`config.mk`:
```
export PLATFORM = sky130hd
export DESIGN_NAME = vigna_irq_ctrl_flat
export DESIGN_NICKNAME = d
export VERILOG_FILES = /design/src/rtl/vigna_irq_ctrl_if.sv /design/src/rtl/vigna_irq_ctrl.sv /design/src/flat_wrapper.sv
export SDC_FILE = /design/constraint.sdc
export NUM_CORES = 1
export LEC_CHECK = 0
export ABC_AREA = 0
export BUFFER_PORTS_ARGS = -buffer_cell sky130_fd_sc_hd__buf_2
export CAP_MARGIN = 20
export CELL_PAD_IN_SITES_DETAIL_PLACEMENT = 0
export CELL_PAD_IN_SITES_GLOBAL_PLACEMENT = 1
export CORE_ASPECT_RATIO = 0.75
export CORE_UTILIZATION = 34
export DETAILED_ROUTE_END_ITERATION = 8
export MAX_ROUTING_LAYER = met4
export PLACE_DENSITY = 0.87
export RECOVER_POWER = 25
export SLEW_MARGIN = 20
export SYNTH_ARGS = -nofsm -noshare
export SYNTH_HDL_FRONTEND = slang
export SYNTH_SLANG_ARGS = --single-unit
```
`constraint.sdc`:
```
create_clock -name clk -period 4 [get_ports clk]
set_input_delay 0.2 -clock clk [delete_from_list [all_inputs] [get_ports clk]]
set_output_delay 0.2 -clock clk [all_outputs]
set_load 0.03 [all_outputs]
```
`src/rtl/vigna_irq_ctrl_if.sv`:
```
// Bus bundle between the vigna core's memory port and the interrupt controller.
// Latency: none (wires only).
// Backpressure: master holds bus_valid and its payload until the slave returns a one-cycle bus_ready.
//
// Signals:
//   bus_valid  request, held high until bus_ready
//   bus_ready  one-cycle completion pulse
//   bus_addr   byte address, only [4:2] decoded by the slave
//   bus_wdata  write data
//   bus_wstrb  byte enables, nonzero = write, zero = read
//   bus_rdata  read data, valid while bus_ready = 1
interface vigna_irq_ctrl_if;
    logic        bus_valid;
    logic        bus_ready;
    logic [31:0] bus_addr;
    logic [31:0] bus_wdata;
    logic [3:0]  bus_wstrb;
    logic [31:0] bus_rdata;

    modport master (
        output bus_valid, bus_addr, bus_wdata, bus_wstrb,
        input  bus_ready, bus_rdata
    );

    modport slave (
        input  bus_valid, bus_addr, bus_wdata, bus_wstrb,
        output bus_ready, bus_rdata
    );
endinterface

```
`src/rtl/vigna_irq_ctrl.sv`:
```
// Interrupt controller for the vigna core: NUM_SRC level/edge sources with enable,
// claim/complete, machine software interrupt and an optional 64-bit machine timer.
// Latency: every bus access completes with bus_ready one cycle after bus_valid is sampled.
// Backpressure: none beyond the handshake; one access per request, no queueing.
//
// Ports:
//   clk, resetn      single clock, asynchronous active-low reset
//   src_irq          external interrupt lines (synchronous to clk)
//   bus              slave side of vigna_irq_ctrl_if
//   ext_irq          registered |(pending & enable)
//   timer_irq        registered (mtime >= mtimecmp), 0 when the timer is not built
//   soft_irq         MSIP bit 0
//
// Build option: define VIGNA_IRQ_TIMER_EN to include MTIME/MTIMECMP (word indices 4-7);
// without it those indices read 0 and ignore writes.
module vigna_irq_ctrl #(
    parameter int unsigned              NUM_SRC   = 8,
    parameter logic [NUM_SRC-1:0]       EDGE_MASK = '0
) (
    input  logic                 clk,
    input  logic                 resetn,
    input  logic [NUM_SRC-1:0]   src_irq,
    vigna_irq_ctrl_if.slave      bus,
    output logic                 ext_irq,
    output logic                 timer_irq,
    output logic                 soft_irq
);

    localparam logic [2:0] IDX_PENDING  = 3'd0;
    localparam logic [2:0] IDX_ENABLE   = 3'd1;
    localparam logic [2:0] IDX_CLAIM    = 3'd2;
    localparam logic [2:0] IDX_MSIP     = 3'd3;
`ifdef VIGNA_IRQ_TIMER_EN
    localparam logic [2:0] IDX_MTIME_LO = 3'd4;
    localparam logic [2:0] IDX_MTIME_HI = 3'd5;
    localparam logic [2:0] IDX_CMP_LO   = 3'd6;
    localparam logic [2:0] IDX_CMP_HI   = 3'd7;
`endif

    logic [NUM_SRC-1:0] pending, pending_d;
    logic [NUM_SRC-1:0] enable;
    logic [NUM_SRC-1:0] in_service, in_service_d;
    logic [NUM_SRC-1:0] src_q;
    logic [NUM_SRC-1:0] active;
    logic [NUM_SRC-1:0] claim_hot, claim_set, cmp_clr;
    logic [4:0]         claim_id;
    logic               msip;
    logic               ext_irq_q;
    logic               ready_q;
    logic [31:0]        rdata_q, rd_val;
    logic               armed;

    logic               access, is_wr, claim_rd, complete_wr;
    logic [2:0]         idx;
    logic [31:0]        wmask, en_merged;

    logic               unused_addr;
    assign unused_addr = ^{bus.bus_addr[31:5], bus.bus_addr[1:0]};

    // armed holds off the first edge after reset release so that the earliest
    // possible access lands on the second edge.
    assign access      = armed && bus.bus_valid && !ready_q;
    assign is_wr       = |bus.bus_wstrb;
    assign idx         = bus.bus_addr[4:2];
    assign claim_rd    = access && !is_wr && (idx == IDX_CLAIM);
    assign complete_wr = access &&  is_wr && (idx == IDX_CLAIM);
    assign wmask       = {{8{bus.bus_wstrb[3]}}, {8{bus.bus_wstrb[2]}},
                          {8{bus.bus_wstrb[1]}}, {8{bus.bus_wstrb[0]}}};
    assign en_merged   = (32'(enable) & ~wmask) | (bus.bus_wdata & wmask);
    assign active      = pending & enable;

    // Lowest-numbered active source wins: scan downwards so the last hit is the lowest.
    always_comb begin
        claim_id  = '0;
        claim_hot = '0;
        for (int i = NUM_SRC - 1; i >= 0; i--) begin
            if (active[i]) begin
                claim_id     = 5'(i + 1);
                claim_hot    = '0;
                claim_hot[i] = 1'b1;
            end
        end
    end

    always_comb begin
        claim_set = claim_rd ? claim_hot : '0;
        cmp_clr   = '0;
        for (int i = 0; i < NUM_SRC; i++) begin
            cmp_clr[i] = complete_wr && (bus.bus_wdata[4:0] == 5'(i + 1));
        end
        // Completing an id that is not in service clears an already-clear bit.
        in_service_d = (in_service | claim_set) & ~cmp_clr;
        for (int i = 0; i < NUM_SRC; i++) begin
            if (EDGE_MASK[i]) begin
                // A new rising edge outranks a claim on the same cycle.
                pending_d[i] = (src_irq[i] & ~src_q[i]) | (pending[i] & ~claim_set[i]);
            end else begin
                pending_d[i] = src_irq[i] & ~in_service_d[i];
            end
        end
    end

`ifdef VIGNA_IRQ_TIMER_EN
    logic [63:0] mtime, mtime_d;
    logic [63:0] mtimecmp, mtimecmp_d;
    logic        timer_q;

    // A write to either mtime half replaces the increment for that cycle.
    always_comb begin
        mtime_d    = mtime + 64'd1;
        mtimecmp_d = mtimecmp;
        if (access && is_wr) begin
            case (idx)
                IDX_MTIME_LO: mtime_d = {mtime[63:32],
                                         (mtime[31:0] & ~wmask) | (bus.bus_wdata & wmask)};
                IDX_MTIME_HI: mtime_d = {(mtime[63:32] & ~wmask) | (bus.bus_wdata & wmask),
                                         mtime[31:0]};
                IDX_CMP_LO:   mtimecmp_d = {mtimecmp[63:32],
                                            (mtimecmp[31:0] & ~wmask) | (bus.bus_wdata & wmask)};
                IDX_CMP_HI:   mtimecmp_d = {(mtimecmp[63:32] & ~wmask) | (bus.bus_wdata & wmask),
                                            mtimecmp[31:0]};
                default: ;
            endcase
        end
    end

    always_ff @(posedge clk or negedge resetn) begin
        if (!resetn) begin
            mtime    <= '0;
            mtimecmp <= '1;
            timer_q  <= 1'b0;
        end else begin
            mtime    <= mtime_d;
            mtimecmp <= mtimecmp_d;
            timer_q  <= (mtime >= mtimecmp);
        end
    end

    assign timer_irq = timer_q;
`else
    assign timer_irq = 1'b0;
`endif

    always_comb begin
        rd_val = '0;
        case (idx)
            IDX_PENDING:  rd_val = 32'(pending);
            IDX_ENABLE:   rd_val = 32'(enable);
            IDX_CLAIM:    rd_val = {27'd0, claim_id};
            IDX_MSIP:     rd_val = {31'd0, msip};
`ifdef VIGNA_IRQ_TIMER_EN
            IDX_MTIME_LO: rd_val = mtime[31:0];
            IDX_MTIME_HI: rd_val = mtime[63:32];
            IDX_CMP_LO:   rd_val = mtimecmp[31:0];
            IDX_CMP_HI:   rd_val = mtimecmp[63:32];
`endif
            default:      rd_val = '0;
        endcase
    end

    always_ff @(posedge clk or negedge resetn) begin
        if (!resetn) begin
            armed      <= 1'b0;
            pending    <= '0;
            enable     <= '0;
            in_service <= '0;
            src_q      <= '0;
            msip       <= 1'b0;
            ext_irq_q  <= 1'b0;
            ready_q    <= 1'b0;
            rdata_q    <= '0;
        end else begin
            armed      <= 1'b1;
            pending    <= pending_d;
            in_service <= in_service_d;
            src_q      <= src_irq;
            ext_irq_q  <= |active;
            ready_q    <= access;
            rdata_q    <= (access && !is_wr) ? rd_val : 32'd0;
            if (access && is_wr && (idx == IDX_ENABLE)) begin
                enable <= en_merged[NUM_SRC-1:0];
            end
            if (access && is_wr && (idx == IDX_MSIP) && bus.bus_wstrb[0]) begin
                msip <= bus.bus_wdata[0];
            end
        end
    end

    assign bus.bus_ready = ready_q;
    assign bus.bus_rdata = rdata_q;
    assign ext_irq       = ext_irq_q;
    assign soft_irq      = msip;

endmodule

```
`src/flat_wrapper.sv`:
```
// flat-port wrapper written by rule: the top's interface ports become plain ports
module vigna_irq_ctrl_flat 
#(
    parameter int unsigned              NUM_SRC   = 8,
    parameter logic [NUM_SRC-1:0]       EDGE_MASK = '0
)
  (clk, resetn, src_irq, ext_irq, timer_irq, soft_irq, bus_bus_valid, bus_bus_addr, bus_bus_wdata, bus_bus_wstrb, bus_bus_ready, bus_bus_rdata);
  vigna_irq_ctrl_if bus_i ();
  input  logic clk;
  input  logic resetn;
  input  logic [NUM_SRC-1:0] src_irq;
  output logic ext_irq;
  output logic timer_irq;
  output logic soft_irq;
  input wire logic [$bits(bus_i.bus_valid)-1:0] bus_bus_valid;
  input wire logic [$bits(bus_i.bus_addr)-1:0] bus_bus_addr;
  input wire logic [$bits(bus_i.bus_wdata)-1:0] bus_bus_wdata;
  input wire logic [$bits(bus_i.bus_wstrb)-1:0] bus_bus_wstrb;
  output wire logic [$bits(bus_i.bus_ready)-1:0] bus_bus_ready;
  output wire logic [$bits(bus_i.bus_rdata)-1:0] bus_bus_rdata;
  assign bus_i.bus_valid = bus_bus_valid;
  assign bus_i.bus_addr = bus_bus_addr;
  assign bus_i.bus_wdata = bus_bus_wdata;
  assign bus_i.bus_wstrb = bus_bus_wstrb;
  assign bus_bus_ready = bus_i.bus_ready;
  assign bus_bus_rdata = bus_i.bus_rdata;
  vigna_irq_ctrl #(.NUM_SRC(NUM_SRC), .EDGE_MASK(EDGE_MASK)) u_core (.clk(clk), .resetn(resetn), .src_irq(src_irq), .bus(bus_i), .ext_irq(ext_irq), .timer_irq(timer_irq), .soft_irq(soft_irq));
endmodule
```
==> After elaboration in Yosys (flattened, before gate mapping) <==
Index checks and enable logic that the tools add are counted.
{ "classes": {"eq_ne": 11, "n_reduce_logical": 22, "n_mux": 19, "bitwise": 24} }
{ "ops": {"columns": ["op", "n"], "rows": [
  ["2-to-1 mux 8 bit", 10],
  ["AND 8 bit", 4],
  ["2-to-1 mux 4 bit", 8],
  ["one-hot mux 8 bit (4 select lines)", 1],
  ["== test 5 x 3 -> 1 bit (second input constant)", 4],
  ["logical AND 1 bit", 17],
  ["NOT 8 bit", 2],
  ["bitwise OR 8 bit", 2],
  ["== test 5 x 2 -> 1 bit (second input constant)", 2],
  ["AND 1 bit", 8],
  ["NOT 1 bit", 8],
  ["OR reduction 8 bit", 1],
  ["== test 3 x 2 -> 1 bit (second input constant)", 2],
  ["== test 5 x 1 -> 1 bit (second input constant)", 1],
  ["== test 5 x 4 -> 1 bit (second input constant)", 1],
  ["OR reduction 4 bit", 1],
  ["== test 3 x 1 -> 1 bit (second input constant)", 1],
  ["zero test 3 bit", 1],
  ["zero test 1 bit", 2]
]} }
{ "totals": {"out_inout_bits": 36, "register_bits": 60, "inputBits": 79} }

==> Logic depth before layout (Yosys ltp) <==
{ "depth": {"ltp_word": 14, "ltp_mapped": 5, "ltp_nobuf": 4} }

==> Worst setup path after synthesis <==
No wires, ideal clock.
{ "synth_timing": {"kind": "register to register", "startpoint": "register u_core.ready_q (netlist: u_core.bus.bus_ready)", "endpoint": "register (tool-made name)", "t_required_ns": 3.875, "setup_slack_ns": 2.247, "path_stages_with_launch": 6, "setup_time_ns": 0.125, "n_path_buf": 1, "arrival_ns": 1.628, "cell_sequence": "dfrtp_1 and3b_1 buf_2 nand3_1 nor3_4 mux2_2"} }
{ "synth_lines": {"columns": ["element", "line_no", "rtl"], "rows": [
  ["start: declaration", "vigna_irq_ctrl.sv:49", "logic ready_q;"],
  ["start signal: assignment", "vigna_irq_ctrl.sv:178", "ready_q <= access;"]
]} }

==> reports/metrics.yaml <==
status: "complete, but fails checks"
violations: "capacitance limit, slew limit"
drtPass1Iterations: 4
fp.dieH_um: 68.0
cts_tree: "done"
fin_skew_ps: 6.18
period_minus_slack_ps: 1880
p_per_area_mw_per_mm2: 381
irDropWorstVdd_mv: 0.136
critPathMaxStageDelay_ps: 450
grt_pass1_wl_um: 6670
crit_arrival_ps: 2050
final-hold-violation-count: 0
start_kind: "flop"
core_area_mm2: 0.00547
syn2layout_area_growth_pct: 11.7
synth_cell_types: 43
dp_slack_ps: 2120
fmax_mhz: 531
min_path_cells: 2
syn_area_mm2: 0.00197
maxSlewViolCount: 37
critPathBufInv: 0
grt-ovfl-total: 0
reg2reg_slack_ps: 2120
clkSinkCount: 36
drc: 0
cts_hold_buf: 0
h-tree-depth: 2
grt_pass1_vias: 1357
syn_area_per_cell_um2: 10.7
antennaDiodeCount: 0
antenna_found_initial: 0
cp-end-kind: "flop"
die_width_um: 90.0
switchingPower_mw: 0.259
grt_max_degree: 37
vias: 1448
whs_ps: 139
via_per_inst: 4.89
cp_top_family: "simple AND/OR/NAND/NOR gates"
worst_slew_pin_slew_ps: 1880
drive_gt1_share_pct: 26.7
path_max_fanout: 8
drt_iter0_drc: 110
die_area_mm2: 0.00612
cts.path.max_buffers: 2
setup_viol: 0
cts_root_buf: "clkbuf_8"
p_int_mw: 0.582
post_cts_resized: 0
clkPwrFrac_pct: 31.2
fin_area_mm2: 0.00221
p_sw_share_pct: 30.8
timing.rr.start: "u_core.bus.bus_ready"
seqPwrFrac_pct: 49.6
clk_latency_ps: 290
power_frac_comb_pct: 19.2
wl_um: 4050
p_leak_nw: 1.06
nets: 299
rsz0062_at_grt: "false"
synth_edf_count: 0
hold_class: "input pin to flop"
setup_tns_ps: 0
wire_per_inst_um: 13.7
grtUsageTotal_pct: 14.7
path_cells: "and3b_1, nand3_1, nor3_4, mux2_2"
yosysSeqAreaShare_pct: 45.6
criticalPathCategory: "flop to flop"
dp_hpwl_um: 3120
crit_slowest_cell: "nor3_4"
maxSlewHeadroom_pct: -25.2
hp-start: "bus_bus_wdata[7]"
synth_flop_cell: "dfrtp_1"
floorplan.initialDensity_pct: 36.1
period_share_pct: 47.1
async_flop_share_pct: 100
port-buffer-count: 36
placementRows: 23
cts.reportedPaths.clkPinSlew_ps: 70
cap_violations: 1
yosysWarnings: 0
syn_inst: 184
ys_ff_latch: 36
place_area_mm2: 0.00211
place_congestion: 0.852
cp.required_ps: 4170
postCtsSetupRepairBufs: 0
reg2regPathDepth: 4
cts_buffers: 5
layout_setup_ws_ps: 2120
drtAntennaViolNets: 0
io_pins: 115
## synthesized netlist by cell type (all sizes together), types with 2 or more instances
| cell type | n | share of area (%) |
|---|---|---|
| clkbuf | 2 | 0.38 |
| nand2b | 2 | 0.63 |
| conb | 2 | 0.38 |
| nand3 | 7 | 1.8 |
| mux2 | 9 | 5.1 |
| nor2 | 8 | 1.5 |
| o32ai | 6 | 2.7 |
| nor2b | 2 | 0.63 |
| dfrtp | 36 | 46 |
| a31oi | 3 | 0.95 |
| o22a | 4 | 1.8 |
| and2 | 4 | 1.3 |
| a21oi | 2 | 0.51 |
| a22oi | 3 | 1.1 |
| a2111oi | 2 | 1.8 |
| nand2 | 16 | 3.2 |
| inv | 9 | 1.7 |
| mux2i | 7 | 3.5 |
| nand3b | 2 | 1.4 |
| buf | 29 | 11 |
| nor3 | 11 | 3.4 |
| o32a | 3 | 1.5 |
## power groups by stage
stage | clock network, mW | logic, mW | registers, mW
6_report | 0.263 | 0.162 | 0.417
5_1_grt | 0.289 | 0.177 | 0.421
4_1_cts | 0.272 | 0.162 | 0.416
3_5_place_dp | 0 | 0.161 | 0.423
3_3_place_gp | 0 | 0.158 | 0.422
2_1_floorplan | 0 | 0.125 | 0.428
## layout make-up
cell class | instances | area (um^2)
Clock buffer | 6 | 82.6
Clock inverter | 2 | 10.0
Fill cell | 554 | 3260
Inverter | 9 | 33.8
Multi-Input combinational cell | 132 | 906
Sequential cell | 36 | 901
Tap cell | 75 | 93.8
Timing Repair Buffer | 36 | 179
## how the worst max path moves through the flow
stage          slack (ps)   end                  from  cells past startpoint
2_1_floorplan        2250  flop  u_core.bus.bus_ready                      5
3_3_place_gp         2140  flop  u_core.bus.bus_ready                      4
3_5_place_dp         2120  flop  u_core.bus.bus_ready                      4
4_1_cts              2090  flop  u_core.bus.bus_ready                      4
5_1_grt              2000  flop  u_core.bus.bus_ready                      4
6_report             2120  flop  u_core.bus.bus_ready                      4
## cell families after synthesis
family	after synthesis	share of synthesized area, %
compound gates	30	13.7
mux	16	8.68
simple gates	60	18.6
flops	36	45.6
buf+inv	40	13.1
other cells	2	0.380
## stage by stage
stage,cells,utilization (%),total power [mW]
CTS,296,40.4,0.850
global route,296,40.3,0.888
detailed placement,288,38.7,0.584
finish,296,40.3,0.841
global placement,288,38.7,0.581
floorplan,208,-,0.553
## cell usage in the layout, fill, tap and decap left out, drive strengths merged, types with 8 or more instances in the layout
master / instances
buf: 35
conb: 26
dfrtp: 36
inv: 9
mux2: 9
nand2: 16
nor2: 8
nor3: 11
## per-layer routing
layer  vias up  track usage, %  wire, um
met5         -               -         0
met4         0            5.24        51
met1       700            20.0      1970
li1        682               -         -
met3         6            3.56       302
met2        60            21.7      1720
No activity file was read; power rests on OpenSTA's default activity.
